--- src/rtl/enc_stream_ctrl.sv ---
// ---------------------------------------------------------------------------
// enc_stream_ctrl
//
// Sequencing controller for the byte-wise key-additive encryptor. A sequence
// begins with start in IDLE. The controller then accepts SEC_LEN key bytes
// over the key handshake, followed by MSG_LEN plaintext bytes over the input
// handshake. Each plaintext byte leaves as a ciphertext byte:
//   ct = (pt + key[kidx]) mod 256
// The key index cycles modulo SEC_LEN. The add-key stage is a single
// register, so a byte reaches the output one cycle after acceptance. The
// stage is skid-free: new input is taken only when the output register is
// empty or is being drained in the same cycle.
//
// Optional feature (macro ENC_CHAIN_EN):
//   When defined, chaining mode adds the previous ciphertext byte of the
//   current message:
//     ct = (pt + key[kidx] + prev) mod 256
//   prev is 0 for the first byte. When undefined, no prev register exists.
//
// Parameters:
//   MSG_LEN  plaintext bytes per message (>=1)
//   SEC_LEN  key bytes (>=1)
//
// Ports:
//   clk         system clock, rising edge
//   rst         asynchronous, active-high reset
//   start       begin key-load + message sequence (IDLE only)
//   key_valid   key byte valid
//   key_data    key byte
//   key_ready   controller accepts key byte (LOAD_KEY)
//   in_valid    plaintext byte valid
//   in_data     plaintext byte
//   in_ready    controller accepts plaintext byte (RUN)
//   out_valid   ciphertext byte valid
//   out_data    ciphertext byte
//   out_ready   sink accepts ciphertext byte
//   busy        high in every state except IDLE
//   done        one-cycle pulse after the last ciphertext byte is accepted
//   byte_count  ciphertext bytes accepted in the current message
// ---------------------------------------------------------------------------
module enc_stream_ctrl #(
  parameter int MSG_LEN = 20,
  parameter int SEC_LEN = 3
) (
  input  logic                           clk,
  input  logic                           rst,
  input  logic                           start,
  input  logic                           key_valid,
  input  logic [7:0]                     key_data,
  output logic                           key_ready,
  input  logic                           in_valid,
  input  logic [7:0]                     in_data,
  output logic                           in_ready,
  output logic                           out_valid,
  output logic [7:0]                     out_data,
  input  logic                           out_ready,
  output logic                           busy,
  output logic                           done,
  output logic [$clog2(MSG_LEN+1)-1:0]   byte_count
);

  localparam int CW = $clog2(MSG_LEN + 1);
  localparam int KW = (SEC_LEN > 1) ? $clog2(SEC_LEN) : 1;

  localparam logic [CW-1:0] MSG_END  = CW'(MSG_LEN);
  localparam logic [CW-1:0] MSG_LAST = CW'(MSG_LEN - 1);
  localparam logic [KW-1:0] KEY_LAST = KW'(SEC_LEN - 1);

  typedef enum logic [1:0] {
    IDLE     = 2'd0,
    LOAD_KEY = 2'd1,
    RUN      = 2'd2,
    DONE     = 2'd3
  } state_t;

  state_t          state;
  state_t          state_nxt;

  logic [7:0]      key_mem [SEC_LEN];
  logic [KW-1:0]   kcnt;
  logic [KW-1:0]   kidx;
  logic [CW-1:0]   icnt;
  logic [CW-1:0]   ocnt;

  logic            vld_p1;
  logic [7:0]      ct_p1;
  logic [7:0]      ct_p0;

  logic            key_fire;
  logic            in_fire;
  logic            out_fire;
  logic            seq_start;

`ifdef ENC_CHAIN_EN
  logic [7:0]      prev_p1;
`endif

  // Byte addition with natural mod-256 wrap.
  function automatic logic [7:0] add_mod256(input logic [7:0] a,
                                            input logic [7:0] b);
    logic [8:0] s;
    s = {1'b0, a} + {1'b0, b};
    return s[7:0];
  endfunction

  // Key index advance with wrap at SEC_LEN.
  function automatic logic [KW-1:0] next_kidx(input logic [KW-1:0] idx);
    return (idx == KEY_LAST) ? '0 : idx + 1'b1;
  endfunction

  assign out_valid  = vld_p1;
  assign out_data   = ct_p1;
  assign byte_count = ocnt;

  assign seq_start = (state == IDLE) && start;
  assign key_fire  = key_valid && key_ready;
  assign in_fire   = in_valid && in_ready;
  assign out_fire  = vld_p1 && out_ready;

  // FSM state register
  always_ff @(posedge clk or posedge rst) begin
    if (rst) begin
      state <= IDLE;
    end else begin
      state <= state_nxt;
    end
  end

  // Next-state and handshake outputs
  always_comb begin
    state_nxt = state;
    key_ready = 1'b0;
    in_ready  = 1'b0;
    busy      = 1'b1;
    done      = 1'b0;
    case (state)
      IDLE: begin
        busy = 1'b0;
        if (start) state_nxt = LOAD_KEY;
      end
      LOAD_KEY: begin
        key_ready = 1'b1;
        if (key_valid && (kcnt == KEY_LAST)) state_nxt = RUN;
      end
      RUN: begin
        // Accept only while the output register can take the byte, and
        // never beyond the message length.
        in_ready = (!vld_p1 || out_ready) && (icnt < MSG_END);
        if (out_fire && (ocnt == MSG_LAST)) state_nxt = DONE;
      end
      DONE: begin
        done      = 1'b1;
        state_nxt = IDLE;
      end
      default: state_nxt = IDLE;
    endcase
  end

  // Sequence counters and output-valid
  always_ff @(posedge clk or posedge rst) begin
    if (rst) begin
      kcnt   <= '0;
      kidx   <= '0;
      icnt   <= '0;
      ocnt   <= '0;
      vld_p1 <= 1'b0;
    end else if (seq_start) begin
      kcnt   <= '0;
      kidx   <= '0;
      icnt   <= '0;
      ocnt   <= '0;
      vld_p1 <= 1'b0;
    end else begin
      if (key_fire) begin
        kcnt <= next_kidx(kcnt);
        if (kcnt == KEY_LAST) kidx <= '0;
      end
      if (in_fire) begin
        icnt <= icnt + 1'b1;
        kidx <= next_kidx(kidx);
      end
      // A simultaneous drain and reload keeps the register full.
      if (in_fire) begin
        vld_p1 <= 1'b1;
      end else if (out_fire) begin
        vld_p1 <= 1'b0;
      end
      if (out_fire) ocnt <= ocnt + 1'b1;
    end
  end

  // Stage p0: key addition on the accepted byte
  always_comb begin
    ct_p0 = add_mod256(in_data, key_mem[kidx]);
`ifdef ENC_CHAIN_EN
    ct_p0 = add_mod256(ct_p0, prev_p1);
`endif
  end

  // Key store
  always_ff @(posedge clk or posedge rst) begin
    if (rst) begin
      for (int i = 0; i < SEC_LEN; i++) key_mem[i] <= 8'h00;
    end else if (key_fire) begin
      key_mem[kcnt] <= key_data;
    end
  end

  // Stage p1: ciphertext register, held while the sink stalls
  always_ff @(posedge clk or posedge rst) begin
    if (rst) begin
      ct_p1 <= 8'h00;
    end else if (in_fire) begin
      ct_p1 <= ct_p0;
    end
  end

`ifdef ENC_CHAIN_EN
  // Chaining feedback
  always_ff @(posedge clk or posedge rst) begin
    if (rst) begin
      prev_p1 <= 8'h00;
    end else if (seq_start) begin
      prev_p1 <= 8'h00;
    end else if (in_fire) begin
      prev_p1 <= ct_p0;
    end
  end
`endif

endmodule

--- config.mk ---
export PLATFORM = sky130hd
export DESIGN_NAME = enc_stream_ctrl
export DESIGN_NICKNAME = d
export VERILOG_FILES = /design/src/rtl/enc_stream_ctrl.sv
export SDC_FILE = /design/constraint.sdc
export NUM_CORES = 1
export LEC_CHECK = 0
export ABC_AREA = 1
export BUFFER_PORTS_ARGS = -buffer_cell sky130_fd_sc_hd__buf_2
export CORE_MARGIN = 1
export CORE_UTILIZATION = 59
export CTS_CLUSTER_SIZE = 25
export DETAILED_ROUTE_END_ITERATION = 7
export PLACE_DENSITY = 0.87
export SETUP_SLACK_MARGIN = 0.3
export SLEW_MARGIN = 10
export SYNTH_ARGS = -nofsm -noshare
export SYNTH_HDL_FRONTEND = slang
export SYNTH_SLANG_ARGS = --single-unit
--- constraint.sdc ---
create_clock -name clk -period 4.85 [get_ports clk]
set_clock_uncertainty 0.2 [all_clocks]
set_input_delay 1.455 -clock clk [delete_from_list [all_inputs] [get_ports clk]]
set_output_delay 1.455 -clock clk [all_outputs]
set_load 0.05 [all_outputs]
Word-level counts from Yosys, hierarchy flattened

Index checks and enable logic that the tools add are counted.

Flip-flop bits (word level): 49
Bits of input ports: 22
Output and inout port bits: 18
Logic and storage cells: 78

$add $sub $neg: 5
Order comparisons: 4
Equality and inequality tests: 9
Muxes and demuxes: 29
Bitwise operators: 2
Reductions and logical operators: 19

Operator list:

| cell                  | count |
|---|---|
| $bwmux W24            | 1 |
| $mux W8               | 3 |
| $mux W2               | 11 |
| $mux W5               | 4 |
| $bmux W8 S2           | 1 |
| $demux W8 S2          | 1 |
| $add A5 B1 Y5 const B | 2 |
| $reduce_bool A3 Y1    | 3 |
| $add A8 B8 Y8         | 1 |
| $eq A2 B2 Y1 const B  | 4 |
| $logic_and A1 B1 Y1   | 8 |
| $pmux W2 S4           | 1 |
| $mux W1               | 7 |
| $ge A3 B3 Y1 const B  | 2 |
| $ne A2 B2 Y1 const B  | 3 |
| $not A2 Y3            | 2 |
| $reduce_bool A2 Y1    | 3 |
| $eq A5 B5 Y1 const B  | 1 |
| $lt A5 B5 Y1 const B  | 1 |
| $add A2 B1 Y2 const B | 2 |
| $lt A3 B1 Y1 const B  | 1 |
| $reduce_and A3 Y1     | 1 |
| $eq A2 B1 Y1 const B  | 1 |
| $logic_not A2 Y1      | 1 |
| other kinds (3)       | 3 |

Longest topological paths before layout

Gate-level depths: netlist of the first run.

Word-level depth: 7
Depth in mapped cells: 14
Mapped depth without buffers: 14

Least setup slack after synthesis of the first run

Ideal clock, no wire load.

Path type: input port to output port
Start point: input port out_ready
End point: output port in_ready
Data arrival time: 1.833 ns
Required time: 3.195 ns
Path slack: 1.362 ns
Stages on the path: 2
Buffers on the path: 0
Path through: nor2_1 > nor2_4

Longest elaborated chain between the ends: 3

RTL lines:

| item                | line | RTL |
|---|---|---|
| from (decl)         | 56   | `input logic out_ready,` |
| $logic_or A1 B1 Y1  | 148  | `in_ready = (!vld_p1 \|\| out_ready) && (icnt < MSG_END);` |
| $logic_and A1 B1 Y1 | 148  |  |
| $mux W1             | 136  | `case (state)` |
| to (decl)           | 53   | `output logic in_ready,` |

No other way between the ends.

Worst setup path in the final report of the first run

Ends and elaborated chain as after synthesis.

==> results of run 1 <==
## metrics by stage
| step | worst slack, ns | total power (W) | util | area, um2 | hold WS, ns |
|---|---|---|---|---|---|
| final | 1.12 | 0.00206 | 0.714 | 2920 | 0.281 |
| after global routing | 1.08 | 0.00223 | 0.714 | 2920 | 0.311 |
| after CTS | 1.12 | 0.00206 | 0.714 | 2920 | 0.285 |
| after detailed placement | 1.12 | 0.00171 | 0.680 | 2780 | 0.260 |
| after floorplan | 1.36 | 0.00149 | - | 2550 | 0.253 |
| after global placement | 1.15 | 0.00165 | 0.680 | 2780 | 0.259 |
## layout make-up
class                           instances  area (um2)  area share
Clock inverter                          3        68.8      0.0236
Tap cell                               50        62.6      0.0215
Inverter                               36         140      0.0480
Clock buffer                            5        68.8      0.0236
Multi-Input combinational cell        224        1150       0.396
Sequential cell                        49        1230       0.420
Timing Repair Buffer                   39         195      0.0669
## cell families (layout without fill, tap and decap cells)
| kind of cell | after synthesis | count (layout) | share of synthesized area |
|---|---|---|---|
| XOR/XNOR | 6 | 6 | 0.0206 |
| AO/OA/AOI/OAI | 49 | 49 | 0.101 |
| buffers and inverters | 41 | 83 | 0.0681 |
| flip-flops | 49 | 49 | 0.480 |
| adder cells (fa/ha/maj) | 14 | 14 | 0.0715 |
| AND/OR/NAND/NOR | 155 | 155 | 0.259 |
## critical path, stage by stage
cell    delay [ns]
buf_2         0.11
nor2_1        0.22
nor2_4        0.08
buf_2         0.22
## registers in the layout (all words and copies together), names as in the netlist
| name | count |
|---|---|
| kidx | 2 |
| state | 2 |
| out_data | 8 |
| out_valid | 1 |
| key_mem | 24 |
| icnt | 5 |
| kcnt | 2 |
| byte_count | 5 |
## layer usage
layer  wire [um]  up-vias  GRT usage
li1            -     1087          -
met1        2310      980      0.323
met2        2620       51      0.421
met3         251       12     0.0557
met4         114        0      0.125
met5           0        -          0
## power groups by stage
stage	registers, W	logic, W	clock network [W]
floorplan	0.000855	0.000635	0
global placement	0.000701	0.000953	0
detailed placement	0.000712	0.000997	0
CTS	0.000707	0.00100	0.000354
global route	0.000732	0.00112	0.000371
finish	0.000710	0.000998	0.000349
## final timing paths
check / from / end / slack, ns / cells after the start
max: out_ready / in_ready / 1.12 / 4
min: out_data[6]$_DFFE_PP0P_ / out_data[6]$_DFFE_PP0P_ / 0.28 / 2
max reg2reg: kidx[0]$_DFFE_PP0P_ / out_data[6]$_DFFE_PP0P_ / 2.15 / 13
min reg2reg: out_data[6]$_DFFE_PP0P_ / out_data[6]$_DFFE_PP0P_ / 0.28 / 2
max in group asynchronous: rst / byte_count[4]$_DFFE_PP0P_ / 2.65 / 2
min in group asynchronous: rst / state[1]$_DFFE_PP0P_ / 1.18 / 2
## synthesized netlist by cell type, drive strengths merged
library cell and number:
a211oi 1, nand3b 2, buf 5, nand3 30, nand4 2, nor3 1
a21oi 10, a221oi 1, xnor2 2, fa 1, ha 13, dfrtp 49
xor2 4, clkinv 1, inv 35, nor2 18, o21ai 37, nand2 102
==> flow_summary.json, run 1 <==
{
  "critPathLaunchType": "primary input",
  "stdcell_count": 406,
  "tns_ns": 0,
  "netlist_area_um2": 2550,
  "max_freq_mhz": 268,
  "cts_resized": 0,
  "htree_levels": 2,
  "grt-ovfl-total": 0,
  "mostFrequentLayoutCells": "nand2_1, dfrtp_1, buf_2",
  "grt_pass1_wl_um": 8730,
  "switching_power_w": 0.000952,
  "numCtsBuffers": 5,
  "syn_area_per_cell_um2": 8.14,
  "p_sw_frac": 0.463,
  "synth_top_cell_area_share": 0.480,
  "die_area_um2": 4600,
  "ios": 40,
  "wl_per_cell_um": 13.0,
  "via_per_inst": 5.25,
  "cts_setup_buffers": 0,
  "antenna_found_initial": 0,
  "synth-seq-cells": 49,
  "slew_headroom": 0.333,
  "cts_buffer_depth": 2,
  "drive_gt1_frac": 0.160,
  "combPwrFrac": 0.485,
  "maxCapViolations": 0,
  "drtIter0Drc": 145,
  "rsz0062_at_grt": "no",
  "die_x_um": 67.8,
  "final_common_cell": "nand2_1",
  "status": "finished, final reports clean",
  "slew_viol_final": 0,
  "required_ns": 3.19,
  "p_clk_frac": 0.170,
  "power_density_nw_per_um2": 705,
  "path_class": "in2out",
  "setup_viol_count_final": 0,
  "grt_max_degree": 50,
  "worst_slew_pin_slew_ns": 0.999,
  "firstDrtPassIters": 4,
  "clock_latency_ns": 0.31,
  "clk_pin_slew_ns": 0.09,
  "yosysUniqueCellTypes": 27,
  "synth_largest_area_cell": "dfrtp_1",
  "grtUsageTotal": 0.258,
  "worst_ep_arrival_time_ns": 2.08,
  "root_buffer": "clkbuf_8",
  "intPower_w": 0.00110,
  "cp_max_fo": 2,
  "cts_tree": "done",
  "hold_buffers": 0,
  "seq_area_frac_synth": 0.480,
  "initial_core_util": 0.625,
  "grt_pass1_vias": 2009,
  "area_growth_pct": 14.2,
  "pwr-share-seq": 0.345,
  "row_count": 23,
  "drt-total-wl_um": 5290,
  "finalHoldViolations": 0,
  "gp_routability_congestion": 0.830,
  "fillers": 336,
  "diodes": 0,
  "period_minus_slack_ns": 3.73,
  "synthCells": 314,
  "hpwl_um": 3730,
  "clkSinkCount": 49,
  "irDropWorstVdd_v": 0.000340,
  "dp_cells": 398,
  "leakage_nw": 1.61,
  "synth_fp_nets": 350,
  "drc": 0,
  "nNetsFinal": 391,
  "cp-end-kind": "output pin",
  "die_y_um": 67.8,
  "synthTopCellsByArea": "dfrtp_1, nand2_1, ha_1",
  "portBuffers": 39,
  "ant_nets": 0,
  "post-route-period-util": 0.769,
  "core_um2": 4090,
  "vias": 2130,
  "yosys_warnings": 0,
  "hold_class": "reg2reg"
}
(Power assumes the default switching activity.)
==> run 2: changes to the inputs <==
--- a/config.mk
+++ b/config.mk
@@ -5,13 +5,13 @@
 export SDC_FILE = /design/constraint.sdc
 export NUM_CORES = 1
 export LEC_CHECK = 0
-export ABC_AREA = 1
+export ABC_AREA = 0
 export BUFFER_PORTS_ARGS = -buffer_cell sky130_fd_sc_hd__buf_2
 export CORE_MARGIN = 1
-export CORE_UTILIZATION = 59
+export CORE_UTILIZATION = 51
 export CTS_CLUSTER_SIZE = 25
 export DETAILED_ROUTE_END_ITERATION = 7
-export PLACE_DENSITY = 0.87
+export PLACE_DENSITY = 0.8
 export SETUP_SLACK_MARGIN = 0.3
 export SLEW_MARGIN = 10
 export SYNTH_ARGS = -nofsm -noshare
==> constraint.sdc (replaced) <==
create_clock -name clk -period 3.1 [get_ports clk]
set_clock_uncertainty 0.2 [all_clocks]
set_input_delay 0.93 -clock clk [delete_from_list [all_inputs] [get_ports clk]]
set_output_delay 0.93 -clock clk [all_outputs]
set_load 0.05 [all_outputs]
==> flow_summary.json, run 2 <==
{
  "status": "finished, final reports clean",
  "diodes": 0,
  "clkSinkCount": 49,
  "grt_pass1_wl_um": 8030,
  "tns_ns": 0,
  "core_um2": 4720,
  "cp_max_fo": 4,
  "netlist_area_um2": 2490,
  "synthTopCellsByArea": "dfrtp_1, mux2_2, ha_1",
  "path_cells": "buf_2 -> nand2b_1 -> and3_1 -> buf_2",
  "die_y_um": 71.9,
  "r2r_end": "out_data[6]$_DFFE_PP0P_",
  "yosys_warnings": 0,
  "synthCells": 228,
  "grt-ovfl-total": 0,
  "worst_slew_pin_slew_ns": 0.695,
  "cp-end-kind": "output pin",
  "synth_fp_nets": 264,
  "drtIter0Drc": 74,
  "root_buffer": "clkbuf_8",
  "mostFrequentLayoutCells": "dfrtp_1, buf_2, nand2_1",
  "cp_common_cell": "buf_2",
  "maxCapViolations": 0,
  "final_common_cell": "dfrtp_1",
  "largest_reg_flops": 24,
  "hold_class": "reg2reg",
  "hold_buffers": 0,
  "power_density_nw_per_um2": 1120,
  "die_area_um2": 5160,
  "wl_per_cell_um": 14.2,
  "area_growth_pct": 16.4,
  "syn_area_per_cell_um2": 10.9,
  "antenna_found_initial": 0,
  "synth_largest_area_cell": "dfrtp_1",
  "row_count": 25,
  "slew_headroom": 0.534,
  "drc": 0,
  "portBuffers": 39,
  "reg2reg_from": "kidx[0]$_DFFE_PP0P_",
  "max_freq_mhz": 369,
  "yosysMostFrequentCell": "dfrtp_1",
  "clock_latency_ns": 0.31,
  "htree_levels": 2,
  "leakage_nw": 1.40,
  "top_register": "key_mem",
  "rsz0062_at_grt": "no",
  "fillers": 376,
  "path_class": "in2out",
  "vias": 1757,
  "cts_buffer_depth": 2,
  "critPathLaunchType": "primary input",
  "irDropWorstVdd_v": 0.000374,
  "die_x_um": 71.9,
  "grt_pass1_vias": 1792,
  "stdcell_count": 337,
  "startpoint": "out_ready",
  "crit_family": "simple AND/OR/NAND/NOR gates",
  "grtUsageTotal": 0.203,
  "post-route-period-util": 0.875,
  "critPathMaxStageDelay_ns": 0.20,
  "required_ns": 1.97,
  "yosysUniqueCellTypes": 37,
  "cts_tree": "done",
  "multi_input_area_um2": 1210,
  "seq_area_frac_synth": 0.493,
  "synth_top_cell_area_share": 0.493,
  "synth-main-ff-cell": "dfrtp_1",
  "firstDrtPassIters": 4,
  "synth_edf_count": 0,
  "initial_core_util": 0.527,
  "critPathBufInv": 2,
  "via_per_inst": 5.21,
  "period_minus_slack_ns": 2.71,
  "drt-total-wl_um": 4780,
  "hpwl_um": 3490,
  "numCtsBuffers": 5,
  "r2r_slack_ns": 0.45,
  "critical_path_depth": 4,
  "worst_ep_arrival_time_ns": 1.58,
  "slew_viol_final": 0,
  "setup_viol_count_final": 0,
  "grt_max_degree": 28,
  "gp_routability_congestion": 0.777,
  "nNetsFinal": 305,
  "cts_setup_buffers": 0,
  "synth_common_cells": "dfrtp_1, nand2_1, mux2_2",
  "clk_pin_slew_ns": 0.09,
  "synth-async-reset-ratio": 1.00,
  "crit_slowest_cell": "buf_2",
  "ant_nets": 0,
  "synth-seq-cells": 49,
  "dp_cells": 329,
  "finalHoldViolations": 0,
  "regArea_um2": 1230,
  "drive_gt1_frac": 0.304,
  "ios": 40,
  "reg2regPathDepth": 9,
  "worstSetupEndpoint": "in_ready"
}
==> run 2: changes by cell type in the layout (fill, tap and decap cells not counted), sizes merged, moves of 3 or more <==
| cell | previous run | this run |
|---|---|---|
| mux2 | 0 | 25 |
| nor2b | 0 | 3 |
| o21a | 0 | 3 |
| inv | 36 | 7 |
| buf | 39 | 43 |
| mux2i | 0 | 8 |
| nand3 | 30 | 1 |
| nand2 | 102 | 27 |
| o21ai | 37 | 15 |
| xor2 | 4 | 7 |
==> run 2: worst register-to-register path, cell delays in order, from the launching register on <==
cell     delay, ns
dfrtp_1       0.46
buf_4         0.23
mux2i_1       0.24
o21ai_0       0.13
ha_1          0.35
nor2b_4       0.15
o31a_1        0.25
o21a_1        0.19
o21a_1        0.17
o31ai_1       0.20
==> run 2: area by class of cell <==
type                       count  share of cell area
clock buffer                   5              0.0238
clock inverter                 3              0.0160
inverter                       7             0.00907
multi-input combinational    163               0.416
sequential                    49               0.424
tap                           67              0.0289
timing repair buffer          43              0.0821
==> run 2: cell families (layout without fill, tap and decap cells) <==
logic type      count (synthesis)  in the layout  synth area share
simple gates                   62             62             0.116
xor+xnor                       11             11            0.0387
fa+ha+maj                      14             14            0.0734
compound gates                 43             43             0.108
mux                            33             33             0.145
buf+inv                        16             58            0.0261
flops                          49             49             0.493
==> run 2: what timing repair did <==
item / in CTS / in global routing
setup endpoints to repair: 0 / 3
endpoints found under the hold margin: 0 / 0
resized for setup: 0 / 3
==> run 2: how the worst min path moves through the flow <==
stage	start	to	slack [ns]	cells after the start
floorplan	icnt[4]$_DFFE_PP0P_	icnt[4]$_DFFE_PP0P_	0.26	2
global placement	out_data[0]$_DFFE_PP0P_	out_data[0]$_DFFE_PP0P_	0.25	2
detailed placement	out_data[0]$_DFFE_PP0P_	out_data[0]$_DFFE_PP0P_	0.26	2
CTS	out_data[0]$_DFFE_PP0P_	out_data[0]$_DFFE_PP0P_	0.28	2
global route	out_data[0]$_DFFE_PP0P_	out_data[0]$_DFFE_PP0P_	0.29	2
finish	out_data[0]$_DFFE_PP0P_	out_data[0]$_DFFE_PP0P_	0.27	2
==> run 2: report_power, final <==
part / total [W] / internal (W) / switching (W)
registers: 0.00110 / 0.000914 / 0.000188
clock network: 0.000466 / 0.000242 / 0.000224
logic: 0.00168 / 0.000674 / 0.00100
==> run 2: through the flow <==
stage | cell area (um2) | total power, W | hold slack, ns | worst slack, ns | util
6_report | 2900 | 0.00324 | 0.274 | 0.389 | 0.613
4_1_cts | 2890 | 0.00324 | 0.281 | 0.374 | 0.611
3_3_place_gp | 2770 | 0.00270 | 0.253 | 0.397 | 0.587
3_5_place_dp | 2770 | 0.00276 | 0.259 | 0.352 | 0.587
5_1_grt | 2900 | 0.00348 | 0.290 | 0.332 | 0.613
2_1_floorplan | 2490 | 0.00241 | 0.260 | 0.445 | -
==> run 2: routing by layer <==
| metal | track usage | wire length (um) | vias to the layer above |
|---|---|---|---|
| li1 | - | - | 875 |
| met1 | 0.262 | 2200 | 833 |
| met2 | 0.335 | 2360 | 41 |
| met5 | 0 | 0 | - |
| met4 | 0.0806 | 92 | 0 |
| met3 | 0.0436 | 134 | 8 |
==> run 3: changes to the inputs <==
--- a/config.mk
+++ b/config.mk
@@ -12,6 +12,7 @@
 export CTS_CLUSTER_SIZE = 25
 export DETAILED_ROUTE_END_ITERATION = 7
 export PLACE_DENSITY = 0.8
+export REMOVE_ABC_BUFFERS = 1
 export SETUP_SLACK_MARGIN = 0.3
 export SLEW_MARGIN = 10
 export SYNTH_ARGS = -nofsm -noshare
==> flow_summary.json, run 3 (synthesis results as in run 2) <==
{
  "status": "finished, final reports clean",
  "portBuffers": 39,
  "p_clk_frac": 0.118,
  "mostFrequentLayoutCells": "dfrtp_1, buf_2, nand2_1",
  "p_sw_frac": 0.440,
  "area_growth_pct": 15.5,
  "ios": 40,
  "p_total_w": 0.00317,
  "grt_pass1_wl_um": 7580,
  "irDropWorstVdd_v": 0.000413,
  "cts_tree": "done",
  "hpwl_um": 3520,
  "required_ns": 1.97,
  "multi_input_area_um2": 1200,
  "design_area_um2": 2880,
  "gp_routability_congestion": 0.752,
  "reg2regPathDepth": 10,
  "drtIter0Drc": 78,
  "drc": 0,
  "die_x_um": 71.9,
  "numCtsBuffers": 5,
  "worst_ep_arrival_time_ns": 1.60,
  "drive_gt1_frac": 0.305,
  "period_minus_slack_ns": 2.73,
  "intPower_w": 0.00177,
  "critPathLaunchType": "primary input",
  "tns_ns": 0,
  "worst_slew_pin_slew_ns": 0.591,
  "via_per_inst": 5.29,
  "row_count": 25,
  "top_register": "key_mem",
  "grt-ovfl-total": 0,
  "hold_class": "reg2reg",
  "cts_buffer_depth": 2,
  "htree_levels": 2,
  "regArea_um2": 1230,
  "wl_per_cell_um": 14.0,
  "drt-total-wl_um": 4750,
  "vias": 1793,
  "root_buffer": "clkbuf_8",
  "switching_power_w": 0.00139,
  "antenna_found_initial": 0,
  "leakage_nw": 1.40,
  "power_density_nw_per_um2": 1100,
  "largest_reg_flops": 24,
  "grt_pass1_vias": 1646,
  "die_area_um2": 5160,
  "hold_buffers": 0,
  "diodes": 0,
  "die_y_um": 71.9,
  "ant_nets": 0,
  "path_class": "in2out",
  "clock_latency_ns": 0.30,
  "nNetsFinal": 308,
  "final_common_cell": "dfrtp_1",
  "maxCapViolations": 0,
  "max_freq_mhz": 366,
  "fillers": 385,
  "grtUsageTotal": 0.195,
  "finalHoldViolations": 0,
  "grt_max_degree": 22,
  "cp-end-kind": "output pin",
  "setup_viol_count_final": 0,
  "core_um2": 4720,
  "placed_area_um2": 2770,
  "post-route-period-util": 0.881,
  "combPwrFrac": 0.536,
  "slew_viol_final": 0,
  "initial_core_util": 0.527,
  "pwr-share-seq": 0.346,
  "cp_max_fo": 4,
  "clk_pin_slew_ns": 0.08,
  "slew_headroom": 0.606,
  "clkSinkCount": 49,
  "holdPathStages": 2,
  "firstDrtPassIters": 4,
  "rsz0062_at_grt": "yes"
}
-- run 3: per-layer routing --
layer / GRT usage / wire (um) / vias to the layer above
met2: 0.323 / 2430 / 27
met1: 0.252 / 2150 / 879
met5: 0 / 0 / -
met3: 0.0464 / 116 / 6
li1: - / - / 881
met4: 0.0654 / 61 / 0
-- run 3: critical path, stage by stage --
cell      delay (ns)
buf_2           0.10
nand2b_1        0.17
and3_1          0.19
buf_2           0.21
-- run 3: per-stage QoR --
stage,cells,worst slack (ns),utilization,hold WS [ns]
2_1_floorplan,219,0.445,-,0.260
6_report,339,0.370,0.609,0.278
5_1_grt,339,0.271,0.609,0.315
3_3_place_gp,331,0.401,0.587,0.256
3_5_place_dp,331,0.362,0.587,0.264
4_1_cts,338,0.356,0.606,0.284
-- run 3: timing repair --
item                       4_1_cts  5_1_grt
buffers inserted                 0        1
gates resized for setup          0        3
setup endpoints to repair        0        3
-- run 3: cell type report --
cell class,count,area share
sequential,49,0.427
multi-input combinational,163,0.418
timing repair buffer,46,0.0862
clock buffer,7,0.0300
tap,67,0.0292
inverter,7,0.00914
-- run 3: power groups by stage --
stage	registers [W]	clock network, W	logic (W)
detailed placement	0.00112	0	0.00166
global placement	0.00110	0	0.00161
CTS	0.00111	0.000389	0.00166
floorplan	0.00131	0	0.00108
finish	0.00109	0.000375	0.00170
global route	0.00113	0.000415	0.00187
-- run 3: path summary, 6_finish.rpt --
path                                         start                 endpoint  slack [ns]
max                                      out_ready                 in_ready        0.37
min                        out_data[1]$_DFFE_PP0P_  out_data[1]$_DFFE_PP0P_        0.28
max reg2reg                    kidx[0]$_DFFE_PP0P_  out_data[6]$_DFFE_PP0P_        0.46
min reg2reg                out_data[1]$_DFFE_PP0P_  out_data[1]$_DFFE_PP0P_        0.28
max in group asynchronous                      rst      icnt[2]$_DFFE_PP0P_        1.67
min in group asynchronous                      rst  out_data[2]$_DFFE_PP0P_        0.43
